<file path="src/rtl/multicycle_ctrl_if.sv">
// Controller <-> datapath/memory signal bundle for the multicycle control unit.
// The master side is the controller; the slave side is the datapath and memory.
interface multicycle_ctrl_if;
    logic [6:0] opcode;
    logic       zero;
    logic       mem_ready;
    logic       mem_req;
    logic       mem_we;
    logic       iord;
    logic       ir_write;
    logic       pc_write;
    logic       pc_branch;
    logic [1:0] aluop;
    logic       alu_src;
    logic       reg_write;
    logic       mem2reg;
    logic       illegal;
    logic       mem_err;
    logic [2:0] state;

    modport master (
        input  opcode, zero, mem_ready,
        output mem_req, mem_we, iord, ir_write, pc_write, pc_branch, aluop, alu_src,
               reg_write, mem2reg, illegal, mem_err, state
    );

    modport slave (
        output opcode, zero, mem_ready,
        input  mem_req, mem_we, iord, ir_write, pc_write, pc_branch, aluop, alu_src,
               reg_write, mem2reg, illegal, mem_err, state
    );
endinterface

</file>
<file path="src/rtl/multicycle_ctrl.sv">
// Multicycle CPU control FSM: FETCH/DECODE/EXEC/MEM/WB sequencing with a
// per-access memory wait timeout (MAX_WAIT = 0 disables the timeout).
module multicycle_ctrl #(
    parameter int unsigned MAX_WAIT = 15
) (
    input logic               clk,
    input logic               rst,
    multicycle_ctrl_if.master bus
);

    localparam int unsigned CntW = (MAX_WAIT < 2) ? 1 : $clog2(MAX_WAIT + 1);

    typedef enum logic [2:0] {
        StFetch  = 3'd0,
        StDecode = 3'd1,
        StExec   = 3'd2,
        StMem    = 3'd3,
        StWb     = 3'd4
    } state_e;

    typedef enum logic [2:0] {
        ClsR  = 3'd0,
        ClsLd = 3'd1,
        ClsI  = 3'd2,
        ClsS  = 3'd3,
        ClsB  = 3'd4
    } cls_e;

    state_e          state_q, state_d;
    cls_e            cls_q, cls_d;
    logic [CntW-1:0] wait_q, wait_d;

    cls_e            dec_cls;
    logic            dec_valid;
    logic [1:0]      cls_aluop;
    logic            cls_alu_src;
    logic            timeout;
    logic [CntW-1:0] wait_inc;

    always_comb begin
        dec_cls   = ClsR;
        dec_valid = 1'b1;
        case (bus.opcode)
            7'b0110011: dec_cls = ClsR;
            7'b0000011: dec_cls = ClsLd;
            7'b0010011: dec_cls = ClsI;
            7'b0100011: dec_cls = ClsS;
            7'b1100011: dec_cls = ClsB;
            default:    dec_valid = 1'b0;
        endcase
    end

    always_comb begin
        cls_aluop   = 2'b00;
        cls_alu_src = 1'b0;
        case (cls_q)
            ClsR:    begin cls_aluop = 2'b10; cls_alu_src = 1'b0; end
            ClsLd:   begin cls_aluop = 2'b00; cls_alu_src = 1'b1; end
            ClsI:    begin cls_aluop = 2'b11; cls_alu_src = 1'b1; end
            ClsS:    begin cls_aluop = 2'b00; cls_alu_src = 1'b1; end
            ClsB:    begin cls_aluop = 2'b01; cls_alu_src = 1'b0; end
            default: begin cls_aluop = 2'b00; cls_alu_src = 1'b0; end
        endcase
    end

    // Ready in the limit cycle wins over the timeout.
    assign timeout  = (MAX_WAIT != 0) && (wait_q == CntW'(MAX_WAIT)) && !bus.mem_ready;
    assign wait_inc = (wait_q == {CntW{1'b1}}) ? wait_q : wait_q + 1'b1;

    always_comb begin
        state_d       = state_q;
        cls_d         = cls_q;
        wait_d        = '0;
        bus.mem_req   = 1'b0;
        bus.mem_we    = 1'b0;
        bus.iord      = 1'b0;
        bus.ir_write  = 1'b0;
        bus.pc_write  = 1'b0;
        bus.pc_branch = 1'b0;
        bus.aluop     = 2'b00;
        bus.alu_src   = 1'b0;
        bus.reg_write = 1'b0;
        bus.mem2reg   = 1'b0;
        bus.illegal   = 1'b0;
        bus.mem_err   = 1'b0;
        bus.state     = 3'd0;

        if (!rst) begin
            bus.state = state_q;
            case (state_q)
                StFetch: begin
                    bus.mem_req = 1'b1;
                    if (bus.mem_ready) begin
                        bus.ir_write = 1'b1;
                        bus.pc_write = 1'b1;
                        state_d      = StDecode;
                    end else if (timeout) begin
                        bus.mem_err = 1'b1;
                    end else begin
                        wait_d = wait_inc;
                    end
                end
                StDecode: begin
                    if (dec_valid) begin
                        cls_d   = dec_cls;
                        state_d = StExec;
                    end else begin
                        bus.illegal = 1'b1;
                        state_d     = StFetch;
                    end
                end
                StExec: begin
                    bus.aluop   = cls_aluop;
                    bus.alu_src = cls_alu_src;
                    case (cls_q)
                        ClsR, ClsI:  state_d = StWb;
                        ClsLd, ClsS: state_d = StMem;
                        default: begin
                            bus.pc_branch = bus.zero;
                            state_d       = StFetch;
                        end
                    endcase
                end
                StMem: begin
                    bus.aluop   = cls_aluop;
                    bus.alu_src = cls_alu_src;
                    bus.mem_req = 1'b1;
                    bus.iord    = 1'b1;
                    bus.mem_we  = (cls_q == ClsS);
                    if (bus.mem_ready) begin
                        state_d = (cls_q == ClsLd) ? StWb : StFetch;
                    end else if (timeout) begin
                        bus.mem_err = 1'b1;
                        state_d     = StFetch;
                    end else begin
                        wait_d = wait_inc;
                    end
                end
                StWb: begin
                    bus.reg_write = 1'b1;
                    bus.mem2reg   = (cls_q == ClsLd);
                    state_d       = StFetch;
                end
                default: begin
                    bus.state = 3'd0;
                    state_d   = StFetch;
                end
            endcase
        end
    end

    always_ff @(posedge clk) begin
        if (rst) begin
            state_q <= StFetch;
            cls_q   <= ClsR;
            wait_q  <= '0;
        end else begin
            state_q <= state_d;
            cls_q   <= cls_d;
            wait_q  <= wait_d;
        end
    end

endmodule
</file>
<file path="src/flat_wrapper.sv">
// flat-port wrapper written by rule: the top's interface ports become plain ports
module multicycle_ctrl_flat 
#(
    parameter int unsigned MAX_WAIT = 15
)
  (clk, rst, bus_opcode, bus_zero, bus_mem_ready, bus_mem_req, bus_mem_we, bus_iord, bus_ir_write, bus_pc_write, bus_pc_branch, bus_aluop, bus_alu_src, bus_reg_write, bus_mem2reg, bus_illegal, bus_mem_err, bus_state);
  multicycle_ctrl_if bus_i ();
  input logic clk;
  input logic rst;
  input wire logic [$bits(bus_i.opcode)-1:0] bus_opcode;
  input wire logic [$bits(bus_i.zero)-1:0] bus_zero;
  input wire logic [$bits(bus_i.mem_ready)-1:0] bus_mem_ready;
  output wire logic [$bits(bus_i.mem_req)-1:0] bus_mem_req;
  output wire logic [$bits(bus_i.mem_we)-1:0] bus_mem_we;
  output wire logic [$bits(bus_i.iord)-1:0] bus_iord;
  output wire logic [$bits(bus_i.ir_write)-1:0] bus_ir_write;
  output wire logic [$bits(bus_i.pc_write)-1:0] bus_pc_write;
  output wire logic [$bits(bus_i.pc_branch)-1:0] bus_pc_branch;
  output wire logic [$bits(bus_i.aluop)-1:0] bus_aluop;
  output wire logic [$bits(bus_i.alu_src)-1:0] bus_alu_src;
  output wire logic [$bits(bus_i.reg_write)-1:0] bus_reg_write;
  output wire logic [$bits(bus_i.mem2reg)-1:0] bus_mem2reg;
  output wire logic [$bits(bus_i.illegal)-1:0] bus_illegal;
  output wire logic [$bits(bus_i.mem_err)-1:0] bus_mem_err;
  output wire logic [$bits(bus_i.state)-1:0] bus_state;
  assign bus_i.opcode = bus_opcode;
  assign bus_i.zero = bus_zero;
  assign bus_i.mem_ready = bus_mem_ready;
  assign bus_mem_req = bus_i.mem_req;
  assign bus_mem_we = bus_i.mem_we;
  assign bus_iord = bus_i.iord;
  assign bus_ir_write = bus_i.ir_write;
  assign bus_pc_write = bus_i.pc_write;
  assign bus_pc_branch = bus_i.pc_branch;
  assign bus_aluop = bus_i.aluop;
  assign bus_alu_src = bus_i.alu_src;
  assign bus_reg_write = bus_i.reg_write;
  assign bus_mem2reg = bus_i.mem2reg;
  assign bus_illegal = bus_i.illegal;
  assign bus_mem_err = bus_i.mem_err;
  assign bus_state = bus_i.state;
  multicycle_ctrl #(.MAX_WAIT(MAX_WAIT)) u_core (.clk(clk), .rst(rst), .bus(bus_i));
endmodule
</file>
<file path="config.mk">
export PLATFORM = sky130hd
export DESIGN_NAME = multicycle_ctrl_flat
export DESIGN_NICKNAME = d
export VERILOG_FILES = /design/src/rtl/multicycle_ctrl_if.sv /design/src/rtl/multicycle_ctrl.sv /design/src/flat_wrapper.sv
export SDC_FILE = /design/constraint.sdc
export NUM_CORES = 1
export LEC_CHECK = 0
export CAP_MARGIN = 20
export CORE_MARGIN = 2
export CORE_UTILIZATION = 35
export CTS_CLUSTER_DIAMETER = 50
export CTS_CLUSTER_SIZE = 12
export DETAILED_ROUTE_END_ITERATION = 6
export GPL_ROUTABILITY_DRIVEN = 0
export MAX_ROUTING_LAYER = met4
export PLACE_DENSITY = 0.76
export RECOVER_POWER = 25
export SYNTH_ARGS = -nofsm -noshare
export SYNTH_HDL_FRONTEND = slang
export SYNTH_SLANG_ARGS = --single-unit
export TNS_END_PERCENT = 20
</file>
<file path="constraint.sdc">
create_clock -name clk -period 1.5 [get_ports clk]
set_clock_uncertainty 0.15 [all_clocks]
set_input_delay 0.15 -clock clk [delete_from_list [all_inputs] [get_ports clk]]
set_output_delay 0.15 -clock clk [all_outputs]
set_load 0.01 [all_outputs]
</file>
Word-level counts from Yosys, hierarchy flattened
Index checks and enable logic that the tools add are counted. Widths: inputs -> output; s select.

Output and inout bits: 16. Memory bits (read-only): 0. Memories: 0. Bits in writable memories: 0. Word-level logic and storage cells: 76. Register bits after elaboration: 10. Bits of input ports: 11. Latch bits: 0.

$add $sub $neg: 1. Shift operators: 0. Div/mod/pow operators: 0. Order comparisons: 0. Equality and inequality tests: 16. $mul: 0. Reduce and logical (&&, ||, !) cells: 15. Mux-type cells: 40. Bitwise logic cells: 1.

Operators by type and width (number): $mux 1 (27); $pmux 3 s4 (2); $mux 3 (6); $eq 7x6->1 const B (2); $eq 3x2->1 const B (4); $reduce_or 5->1 (2); $reduce_or 2->1 (4); $reduce_or 4->1 (2); $eq 7x2->1 const B (1); $eq 7x5->1 const B (1); $eq 7x7->1 const B (1); $eq 3x1->1 const B (2); $eq 3x3->1 const B (2); $logic_not 3->1 (2); $mux 2 (3); $pmux 2 s3 (1); $pmux 3 s2 (1); $add 4x1->4 const B (1); $eq 4x4->1 const B (1); $reduce_and 2->1 (2); $ne 3x2->1 const B (1); $reduce_or 3->1 (1); $ne 2x2->1 const B (1); $logic_and 1x1->1 (1); other kinds (2) (2).

Logic depth before layout (Yosys ltp)
Gate-level depths: netlist (run 1).

Depth in word-level cells: 6. Mapped depth: 4. Mapped depth without buffers: 4.

Least setup slack after synthesis (run 1)
OpenSTA, ideal clock, no wires.

Kind: register -> output. Start: register u_core.state_q[1]. End: output port bus_mem2reg. Stages on the path, launching flop included: 5. Setup slack: -0.293 ns. Data arrival time: 1.493 ns. Data required time: 1.200 ns. Path buffers: 1. Path through: dfxtp_1 -> buf_6 -> or2_4 -> nor3b_1 -> nor4b_1.

Word-level cells in the longest chain between the ends: 3.

Ends and longest elaborated chain: start: declaration (line multicycle_ctrl.sv:29) `state_e state_q, state_d;`; start signal: assignment (line multicycle_ctrl.sv:154) `state_q <= StFetch;`; start signal: assignment (line multicycle_ctrl.sv:158) `state_q <= state_d;`; $eq 3x3->1 (line multicycle_ctrl.sv:90) `case (state_q)`; $mux 1 (line multicycle_ctrl.sv:90); $mux 1 (line multicycle_ctrl.sv:88) `if (!rst) begin`; end: declaration (line flat_wrapper.sv:22) `output wire logic [$bits(bus_i.mem2reg)-1:0] bus_mem2reg;`.

Every way passes these cells.

Final worst setup path (run 1)
Start: register u_core.state_q[1]. End: output port bus_mem_err.

Word-level cells in the longest chain between the ends: 4. Elaborated cells on any way between the ends: 5. Those cells by class: eq/ne: 1; mux: 2; reduce/logical: 2.

Ends and longest elaborated chain: $eq 3x2->1 or $logic_not 3->1 (tied branches) (line multicycle_ctrl.sv:90); $reduce_or 2->1 (no source line) (*); $mux 1 (*); $mux 1 (*) (line multicycle_ctrl.sv:88); end: declaration (line flat_wrapper.sv:24) `output wire logic [$bits(bus_i.mem_err)-1:0] bus_mem_err;`.

Mark *: on every way between the ends. The rest lies on a longest branch, timed or not.

==> results.toml, run 1 <==
[outcome]
status = "complete, but fails checks"
violations = "negative setup slack"

[final_layout]
syn_to_final_growth_pct = 89.9
final_cell_area_um2 = 1320
seqCellArea_um2 = 204
final_common_cell = "buf_4"
num_antenna_cells = 0
drive_gt1_frac = 0.563
nets = 155
n_fill_cell = 159
final_cell_mix = "33 x buf_4, 11 x buf_2, 7 x inv_1, 7 x dlymetal6s2s_1, 7 x dfxtp_1"
multi_input_area_um2 = 520
utilization = 0.686

[pwr]
p_leak_nw = 0.640
seq_power_share = 0.406
vdd_drop_max_uv = 468
switchingPower_uw = 168
switching_share = 0.250
p_clk_frac = 0.366
p_int_uw = 504
power_frac_comb = 0.228
cellPowerDensity_nw_per_um2 = 510
power_uw = 672

[detailed_routing]
vias = 863
drt-wirelength-per-cell_um = 13.8
via_per_inst = 5.11
antenna_left = 0
routed_wl_um = 2330
drt_iter0_drc = 16
drc = 0
firstDrtPassIters = 4

[floorplan]
die_x_um = 48.5
start_util = 0.361
io_pins = 27
die_h_um = 48.5
die_area_um2 = 2360
core.rowCount = 16
core_area_um2 = 1920

[critical_path]
path_buf_inv = 1
path_cells = "or2_4 > a2111o_1 > nor2b_2 > buf_2"
critPathTopFamily = "compound AO/OA/AOI/OAI gates"
cpPeakStageDelay_ps = 410
critPathKind = "reg -> out"
startpoint_type = "register"
crit_required_ps = 1200
arrival_ps = 1510
cpMaxStageDelayCell = "a2111o_1"
critPathMaxFanout = 4
rrSetupSlack_ps = -200
worstSetupEndpointType = "primary output"

[yosys]
synthCells = 83
synthDistinctLibCells = 39
postSynthAreaPerCell_um2 = 8.37
synth_edf_count = 0
ys_warn_count = 0
syn_area_um2 = 694
synthFlopType = "dfxtp_1"
synth_seq_cells = 10
syn_nets = 95
seq_area_frac_synth = 0.288
synthArstFlopShare = 0

[global_route]
grt_pass1_wl_um = 3620
grt_pass1_vias = 859
grt-ovfl-total = 0
grtUsageTotal = 0.200
antenna_found_initial = 0
grt_max_degree = 11

[sta]
final.setup.worst_slack_ps = -307
setup_viol = 21
slew_headroom = 0.815
hold_viol = 0
period_share = 1.20
tightest_slew_ps = 277
timing.fmax_mhz = 553
grt_setup_unrepaired = "yes"
slew_violations = 0
fin_crit_ps = 1810

[clocking]
cts_tree = "built"
cts_root_buf = "clkbuf_4"
cts_max_path_buffers = 2
cts_max_level = 1
clock_latency_ps = 270
cts.sinks = 10
numCtsBuffers = 3
clk_pin_slew_ps = 70
ctsHoldBuffers = 0

[placement]
placed_cell_area_um2 = 1210
dp_hpwl_um = 1750
port_buffers = 26

[hold_path]
hp-class = "in -> reg"

[job]
max_cap_violations = 0
power by group through the flow:
stage | clock network (mW) | logic, mW | registers [mW]
2_1_floorplan | 0 | 0.0551 | 0.279
3_3_place_gp | 0 | 0.134 | 0.279
3_5_place_dp | 0 | 0.139 | 0.279
4_1_cts | 0.249 | 0.142 | 0.274
5_1_grt | 0.257 | 0.166 | 0.273
6_report | 0.246 | 0.153 | 0.273
sequential cells by signal (all words and copies together), names as in the netlist:
| register | flops |
|---|---|
| u_core.cls_q | 3 |
| u_core.state_q | 3 |
| u_core.wait_q | 4 |
synth_stat cells (3+ instances only):
master	number	area [um^2]
dfxtp_1	10	200
inv_1	7	26.3
nor3_1	6	30.0
nand2_1	5	18.8
nor2_1	4	15.0
nor3b_1	4	30.0
a21oi_1	3	15.0
clkbuf_1	3	11.3
o21ai_0	3	15.0
xnor2_1	3	26.3
worst reg2reg max path, stage by stage (launching register included):
cell	delay (ps)
dfxtp_2	330
buf_4	130
buf_6	130
or4b_4	520
nor4_2	250
a31o_1	140
through the flow:
stage / TNS [ps] / hold slack (ps) / std cells / setup WS [ps]
after floorplan: -147 / 190 / 83 / -71.0
after global placement: -9100 / 312 / 162 / -597
after detailed placement: -9970 / 349 / 162 / -647
after CTS: -2370 / 358 / 166 / -376
after global routing: -4130 / 217 / 169 / -357
final: -2640 / 176 / 169 / -307
layout make-up:
cell class                      count  area share
Sequential cell                    10       0.155
Multi-Input combinational cell     60       0.395
Inverter                            7      0.0199
Clock buffer                        4      0.0275
Timing Repair Buffer               61       0.378
Tap cell                           27      0.0256
routing by layer:
layer / vias to the layer above / global-route usage / wire length [um]
met3: 2 / 0.0370 / 92
met2: 29 / 0.382 / 1310
met4: 0 / 0.0476 / 13
met1: 406 / 0.211 / 915
met5: - / - / 0
li1: 426 / - / -
path summary, 6_finish.rpt:
check	startpoint	to	cells past startpoint
setup reg to reg	u_core.state_q[1]	u_core.cls_q[1]	5
hold / removal	bus_opcode[6]	u_core.state_q[1]	4
hold reg to reg	u_core.wait_q[3]	u_core.wait_q[3]	2
setup / recovery	u_core.state_q[1]	bus_mem_err	4
cells by family (layout without fill, tap and decap cells):
| logic type | after synthesis | after routing | share of synthesized area |
|---|---|---|---|
| simple gates | 38 | 38 | 0.382 |
| compound gates | 18 | 18 | 0.186 |
| buf+inv | 13 | 72 | 0.0883 |
| flops | 10 | 10 | 0.288 |
| xor+xnor | 3 | 3 | 0.0378 |
| fa+ha+maj | 1 | 1 | 0.0180 |
timing repair:
item,CTS,global route
buffers inserted,0,3
gates cloned,0,0
resized for setup,68,20
endpoints found under the setup margin,22,23
pin swaps,3,6
Note: power is estimated with default switching activity, not from simulation.
==> inputs of run 2 (changes only) <==
--- a/config.mk
+++ b/config.mk
@@ -7,3 +7,2 @@
 export LEC_CHECK = 0
-export CAP_MARGIN = 20
 export CORE_MARGIN = 2
==> constraint.sdc (replaced) <==
create_clock -name clk -period 1.5 [get_ports clk]
set_clock_uncertainty 0.15 [all_clocks]
set_input_delay 0.3 -clock clk [delete_from_list [all_inputs] [get_ports clk]]
set_output_delay 0.3 -clock clk [all_outputs]
set_load 0.01 [all_outputs]
==> results.toml, run 2 (synthesized netlist as in run 1, its figures left out) <==
[sta]
hold_viol = 0
tns_ps = -5040
tightest_slew_ps = 381
setup_viol = 21
timing.fmax_mhz = 509
period_share = 1.31
slew_headroom = 0.746
holdWs_ps = 323
slew_violations = 0
final.setup.worst_slack_ps = -466
fin_crit_ps = 1970
grt_setup_unrepaired = "yes"

[global_route]
grt-ovfl-total = 0
grt_max_degree = 11
grt_pass1_wl_um = 3840
grt_pass1_vias = 901
antenna_found_initial = 0
grtUsageTotal = 0.214

[detailed_routing]
drt_iter0_drc = 12
drc = 0
via_per_inst = 5.13
vias = 877
routed_wl_um = 2450
drt-wirelength-per-cell_um = 14.3
antenna_left = 0
firstDrtPassIters = 4

[clocking]
clk_pin_slew_ps = 70
cts_tree = "built"
cts_root_buf = "clkbuf_4"
cts.sinks = 10
clock_latency_ps = 280
cts_max_level = 1
cts_max_path_buffers = 2
numCtsBuffers = 3

[final_layout]
largest_register_ffs = 4
nets = 157
reg_top3 = "u_core.wait_q x4, u_core.cls_q x3, u_core.state_q x3"
drive_gt1_frac = 0.611
n_fill_cell = 148
utilization = 0.715
num_antenna_cells = 0
final_common_cell = "buf_4"
top_register = "u_core.wait_q"
syn_to_final_growth_pct = 98.0
final_cell_mix = "31 x buf_4, 12 x buf_2"

[pwr]
vdd_drop_max_uv = 550
power_uw = 680
cellPowerDensity_nw_per_um2 = 495
p_leak_nw = 0.667

[critical_path]
critPathMaxFanout = 4
crit_required_ps = 1050
startpoint_type = "register"
arrival_ps = 1520
worstSetupEndpointType = "primary output"
critPathKind = "reg -> out"

[floorplan]
start_util = 0.361
core_area_um2 = 1920
die_x_um = 48.5
die_h_um = 48.5
core.rowCount = 16
io_pins = 27
die_area_um2 = 2360

[hold_path]
hp-class = "in -> reg"

[placement]
pre_cts_slack_ps = -927
dp_hpwl_um = 1640
port_buffers = 26

[job]
max_cap_violations = 0

[outcome]
status = "complete, but fails checks"
violations = "negative setup slack"
[run 2: cell count changes in the layout (fill, tap and decap cells not counted), moves of 2 or more]
cell	previous run	this run
buf_6	4	7
buf_4	33	31
nor3_2	1	5
nor3_1	6	2
[run 2: worst paths after layout]
check                    startpoint           endpoint  slack [ps]  depth (start not counted)
hold / removal        bus_opcode[6]  u_core.state_q[1]         320                          4
setup / recovery  u_core.state_q[0]        bus_mem_err        -470                          4
hold reg to reg    u_core.wait_q[3]   u_core.wait_q[3]         370                          2
setup reg to reg  u_core.state_q[1]    u_core.cls_q[1]        -310                          6
[run 2: metrics by stage]
stage / area [um^2] / cells
after detailed placement: 1200 / 160
after global placement: 1200 / 160
after CTS: 1300 / 169
final: 1380 / 171
after floorplan: 714 / 83
after global routing: 1380 / 171
[run 2: power breakdown]
| group | switching (mW) | internal (mW) |
|---|---|---|
| logic | 0.0652 | 0.0889 |
| clock network | 0.107 | 0.148 |
| registers | 0.00329 | 0.268 |
| total | 0.175 | 0.505 |
[run 2: worst max-delay path: stages, from the launching register on]
cell and delay, ps:
dfxtp_2 330, or2_4 260, a2111o_1 410, nor2b_2 110, buf_2 130
[run 2: area by class of cell]
class                      count  area, um^2  share of cell area
clock buffer                   4        36.3              0.0264
sequential                    10         206               0.150
inverter                       7        26.3              0.0191
tap                           27        33.8              0.0246
timing repair buffer          63         522               0.379
multi-input combinational     60         551               0.400
[run 2: layer usage]
metal  up-vias  routed length [um]  global-route usage
li1        428                   -                   -
met1       407                 874               0.189
met2        29                1370               0.426
met3        13                 111              0.0586
met4         0                  95              0.0810
met5         -                   0                   -
[run 2: timing repair]
item	4_1_cts	5_1_grt
setup endpoints to repair	23	24
endpoints found under the hold margin	0	0
setup buffers	5	2
pin swaps	5	6
gates resized for setup	82	22
hold buffers	0	0
